--- config.mk ---
export PLATFORM = sky130hd
export DESIGN_NAME = mem_port_arbiter
export DESIGN_NICKNAME = d
export VERILOG_FILES = /design/src/rtl/mem_port_arbiter.sv
export SDC_FILE = /design/constraint.sdc
export NUM_CORES = 1
export LEC_CHECK = 0
export CORE_MARGIN = 4
export CORE_UTILIZATION = 43
export CTS_CLUSTER_DIAMETER = 40
export DETAILED_ROUTE_END_ITERATION = 10
export GPL_ROUTABILITY_DRIVEN = 0
export PLACE_DENSITY = 0.86
export SETUP_SLACK_MARGIN = 0.2
export SLEW_MARGIN = 15
export SYNTH_ARGS = -nofsm -noshare
export SYNTH_HDL_FRONTEND = slang
export SYNTH_SLANG_ARGS = --single-unit
--- constraint.sdc ---
create_clock -name clk -period 2.9 [get_ports clk]
set_input_delay 0.435 -clock clk [delete_from_list [all_inputs] [get_ports clk]]
set_output_delay 0.435 -clock clk [all_outputs]
set_load 0.01 [all_outputs]
--- src/rtl/mem_port_arbiter.sv ---
// Shares one memory port between instruction fetch and MEM-stage data access.
// Data wins in IDLE; one access outstanding; fixed-latency read return.
module mem_port_arbiter #(
    parameter int MEM_LATENCY = 2
) (
    input  logic        clk,
    input  logic        rst,
    input  logic        if_req,
    input  logic [31:0] if_addr,
    output logic        if_rvalid,
    output logic [31:0] if_rdata,
    input  logic        d_req,
    input  logic        d_we,
    input  logic [31:0] d_addr,
    input  logic [31:0] d_wdata,
    output logic        d_done,
    output logic [31:0] d_rdata,
    output logic        mem_en,
    output logic        mem_we,
    output logic [31:0] mem_addr,
    output logic [31:0] mem_wdata,
    input  logic [31:0] mem_rdata,
    output logic        stall_if,
    output logic        stall_mem
);

    typedef enum logic [1:0] {
        IDLE   = 2'd0,
        BUSY_I = 2'd1,
        BUSY_D = 2'd2
    } state_e;

    localparam logic [3:0] LAT = 4'(MEM_LATENCY);

    state_e      state_q, state_d;
    logic [3:0]  cnt_q, cnt_d;
    logic        mem_en_q, mem_en_d;
    logic        mem_we_q, mem_we_d;
    logic [31:0] mem_addr_q, mem_addr_d;
    logic [31:0] mem_wdata_q, mem_wdata_d;
    logic        d_wr_q, d_wr_d;
    logic        if_rvalid_q, if_rvalid_d;
    logic        d_done_q, d_done_d;
    logic [31:0] if_rdata_q, if_rdata_d;
    logic [31:0] d_rdata_q, d_rdata_d;
    logic        d_take, i_take;

    // A port is deaf during its own completion pulse so the other port gets the next slot.
    assign d_take = d_req & ~d_done_q;
    assign i_take = if_req & ~if_rvalid_q;

    always_comb begin
        state_d     = state_q;
        cnt_d       = cnt_q;
        mem_en_d    = 1'b0;
        mem_we_d    = 1'b0;
        mem_addr_d  = mem_addr_q;
        mem_wdata_d = mem_wdata_q;
        d_wr_d      = d_wr_q;
        if_rvalid_d = 1'b0;
        d_done_d    = 1'b0;
        if_rdata_d  = if_rdata_q;
        d_rdata_d   = d_rdata_q;
        unique case (state_q)
            IDLE: begin
                if (d_take) begin
                    state_d     = BUSY_D;
                    cnt_d       = LAT;
                    mem_en_d    = 1'b1;
                    mem_we_d    = d_we;
                    mem_addr_d  = d_addr & ~32'h3;
                    mem_wdata_d = d_wdata;
                    d_wr_d      = d_we;
                end else if (i_take) begin
                    state_d    = BUSY_I;
                    cnt_d      = LAT;
                    mem_en_d   = 1'b1;
                    mem_addr_d = if_addr & ~32'h3;
                end
            end
            BUSY_I, BUSY_D: begin
                if (cnt_q == 4'd0) begin
                    state_d = IDLE;
                    if (state_q == BUSY_I) begin
                        if_rdata_d  = mem_rdata;
                        if_rvalid_d = 1'b1;
                    end else begin
                        if (!d_wr_q) d_rdata_d = mem_rdata;
                        d_done_d = 1'b1;
                    end
                end else begin
                    cnt_d = cnt_q - 4'd1;
                end
            end
            default: begin
                state_d = IDLE;
                cnt_d   = 4'd0;
            end
        endcase
    end

    always_ff @(posedge clk) begin
        if (rst) begin
            state_q     <= IDLE;
            cnt_q       <= 4'd0;
            mem_en_q    <= 1'b0;
            mem_we_q    <= 1'b0;
            mem_addr_q  <= 32'd0;
            mem_wdata_q <= 32'd0;
            d_wr_q      <= 1'b0;
            if_rvalid_q <= 1'b0;
            d_done_q    <= 1'b0;
            if_rdata_q  <= 32'd0;
            d_rdata_q   <= 32'd0;
        end else begin
            state_q     <= state_d;
            cnt_q       <= cnt_d;
            mem_en_q    <= mem_en_d;
            mem_we_q    <= mem_we_d;
            mem_addr_q  <= mem_addr_d;
            mem_wdata_q <= mem_wdata_d;
            d_wr_q      <= d_wr_d;
            if_rvalid_q <= if_rvalid_d;
            d_done_q    <= d_done_d;
            if_rdata_q  <= if_rdata_d;
            d_rdata_q   <= d_rdata_d;
        end
    end

    assign mem_en    = mem_en_q;
    assign mem_we    = mem_we_q;
    assign mem_addr  = mem_addr_q;
    assign mem_wdata = mem_wdata_q;
    assign if_rvalid = if_rvalid_q;
    assign if_rdata  = if_rdata_q;
    assign d_done    = d_done_q;
    assign d_rdata   = d_rdata_q;
    assign stall_if  = if_req & ~if_rvalid_q;
    assign stall_mem = d_req & ~d_done_q;

endmodule

==> reports/metrics.csv <==
stage,metric,value,unit
status,outcome,"complete, no violations",
setup_path,WP data required,3.16,ns
yosys,cell count after synthesis,622,
yosys,sequential share of the synthesized area,53.0,%
timing,max_slew headroom,26.4,%
setup_path,CP top delay family,simple AND/OR/NAND/NOR gates,
route,Post-Route WL,15.9,mm
route,vias,5154,
clock_network,Clock Latency Late Sink,0.40,ns
floorplanning,width of the die,118,um
final_layout,final design utilization,71.8,%
pwr,peak supply drop,0.482,mV
clock_network,CTS tree,built,
yosys,Mapped Area,5170,um^2
final_layout,Area growth syn-to-layout,61.2,%
setup_path,CP Buf/Inv Count,1,
timing,Setup Skew,0.00681,ns
clock_network,H-Tree Depth,4,
route,TritonRoute pass-1 iters,4,
placed_design,Cell Count Post-Placement,986,
timing,"Slew Viols, Final",0,
clock_network,total CTS buffers,17,
grt,initial antenna violation count,0,
grt,GRT Total Usage,22.4,%
route,WL/cell,15.6,um
pwr,pwr/cell area,803,nW/um^2
pwr,Leak,3.07,nW
yosys,Synth cell types,33,
grt,first-pass GRT wire length,25.5,mm
grt,largest net degree at the start of global routing,62,
clock_network,setup bufs post-CTS,0,
setup_path,CP startpoint kind,register,
grt,vias in the first global route,5137,
pwr,Tot Pwr,6.69,mW
timing,final hold violations,0,
route,vias per inst,5.07,
grt,total gr overflow,0,
setup_path,Max Fanout on Critical Path,32,
timing,Tightest Pin Transition,1.10,ns
timing,Fin Setup TNS,0,ns
yosys,share of flip-flops with an asynchronous set or reset,0,%
timing,Fmax,429,MHz
final_layout,n_diodes,0,
clock_network,Clock Path Buffers,2,
timing,RSZ-0062 raised after global routing,no,
route,# DRC,0,
yosys,prevailing post-synth register cell,dfxtp_1,
final_layout,number of nets in the final layout,999,
yosys,"EDFF count, synth",0,
clock_network,number of gates resized after cts,0,
clock_network,clk sink count,137,
yosys,Yosys warnings,0,
floorplanning,Core Area,11600,um^2
timing,# setup viols final,0,
setup_path,Worst Setup End Kind,register,
floorplanning,# IOs,267,
yosys,Syn Area/Cell,8.31,um^2
setup_path,Reg2Reg Setup Slack,0.57,ns
floorplanning,DIE HEIGHT,118,um
timing,period utilization,80.4,%
clock_network,"Reg clk slew, reported paths",0.06,ns
final_layout,layout cells sized above 1,5.50,%
clock_network,CTS Hold Bufs,0,
placed_design,IO Port Bufs,260,
min_path,hold crit path type,register to register,
floorplanning,FP Rows,39,
setup_path,Critical Path Slowest Stage Cell,or3_1,
final_layout,fin cells,1016,
route,DRT iter0 DRCs,446,
floorplanning,die area,13800,um^2
placed_design,post-DP HPWL,11.7,mm
yosys,Synth Register Bits,137,
clock_network,Root Driver,clkbuf_16,
setup_path,slowest cell delay on critical path,0.80,ns
route,Routed Antenna Nets,0,
timing,Tmin final,2.33,ns
job,Max-Cap Viols,0,
setup_path,Setup Crit Path Kind,register to register,
setup_path,crit-path cells,"inv_1, ha_1, nand4bb_4, or3_1, nand2_1, a21oi_1",
setup_path,Worst Path Arrival,2.59,ns
floorplanning,initial core utilization,44.5,%
## flip-flops by register name, indices dropped and copies added (netlist names)
| register | count |
|---|---|
| if_rdata | 32 |
| mem_en | 1 |
| d_done | 1 |
| state_q | 2 |
| mem_addr | 30 |
| d_rdata | 32 |
| d_wr_q | 1 |
| if_rvalid | 1 |
| cnt_q | 4 |
| mem_we | 1 |
| mem_wdata | 32 |
## cell usage after synthesis, types with 3 or more instances
master | n | area share [%]
dfxtp_1 | 137 | 53
nand2_1 | 197 | 14
a21oi_1 | 101 | 9.8
nor3_1 | 3 | 0.29
buf_2 | 25 | 2.4
a211oi_1 | 31 | 4.5
nor2_1 | 35 | 2.5
inv_1 | 8 | 0.58
o21ai_0 | 3 | 0.29
mux2i_1 | 30 | 5.8
clkbuf_1 | 21 | 1.5
ha_1 | 4 | 0.97
## placed cells by master (no fill, tap or decap), drive strengths merged, types with 3 or more instances in the layout
| cell type | Yosys | final |
|---|---|---|
| clkinv | 0 | 6 |
| inv | 8 | 9 |
| mux2i | 30 | 30 |
| a21oi | 101 | 101 |
| buf | 28 | 10 |
| clkinvlp | 0 | 5 |
| nor3 | 4 | 4 |
| clkdlybuf4s50 | 0 | 259 |
| a211oi | 31 | 31 |
| or3 | 3 | 3 |
| nor2 | 35 | 35 |
| dfxtp | 137 | 137 |
| clkbuf | 21 | 18 |
| o21ai | 3 | 3 |
| ha | 4 | 4 |
| nand2 | 197 | 197 |
## worst min-delay path, stage by stage, from the launching register on
cell and delay [ns]:
dfxtp_1 0.30, nand2_1 0.05, a21oi_1 0.05
## metrics by stage
stage                     setup slack (ns)  hold WS [ns]  area [um^2]
final                                0.569         0.452         8340
after global routing                 0.388         0.476         8340
after CTS                            0.545         0.454         8340
after detailed placement             0.558         0.447         7820
after global placement               0.570         0.442         7820
after floorplan                       1.14         0.445         5170
## final cells by class
cell class | instances | area, um^2
multi-input combinational | 429 | 2200
clock inverter | 12 | 80.1
inverter | 8 | 30.0
sequential | 137 | 2740
timing repair buffer | 269 | 2670
tap | 143 | 179
clock buffer | 18 | 439
fill | 874 | 3280
## final timing paths
kind	cells after the start	startpoint	endpoint
hold / removal	2	mem_wdata[3]	mem_wdata[3]
setup / recovery	6	state_q[0]	d_rdata[8]
setup reg to reg	6	state_q[0]	d_rdata[8]
hold reg to reg	2	mem_wdata[3]	mem_wdata[3]
## power by group
| group | internal (mW) | switching, mW |
|---|---|---|
| Sequential | 2.26 | 0.202 |
| Combinational | 1.14 | 1.21 |
| Clock | 1.10 | 0.776 |
## metal layers
layer  track usage, %  wire length [um]  up-vias
met5                0                 0        -
met1             23.7              5920     2346
met2             40.1              8210      239
li1                 -                 -     2541
met3             8.70              1390       28
met4             7.99               367        0
## cell families after synthesis
family                   share of synthesized area, %
AO/OA/AOI/OAI                                    15.7
adder cells (fa/ha/maj)                         0.968
buffers and inverters                            4.89
flip-flops                                       53.0
multiplexers                                     5.81
other                                          0.0725
AND/OR/NAND/NOR                                  19.6
Power figures use the tool's default switching activity.
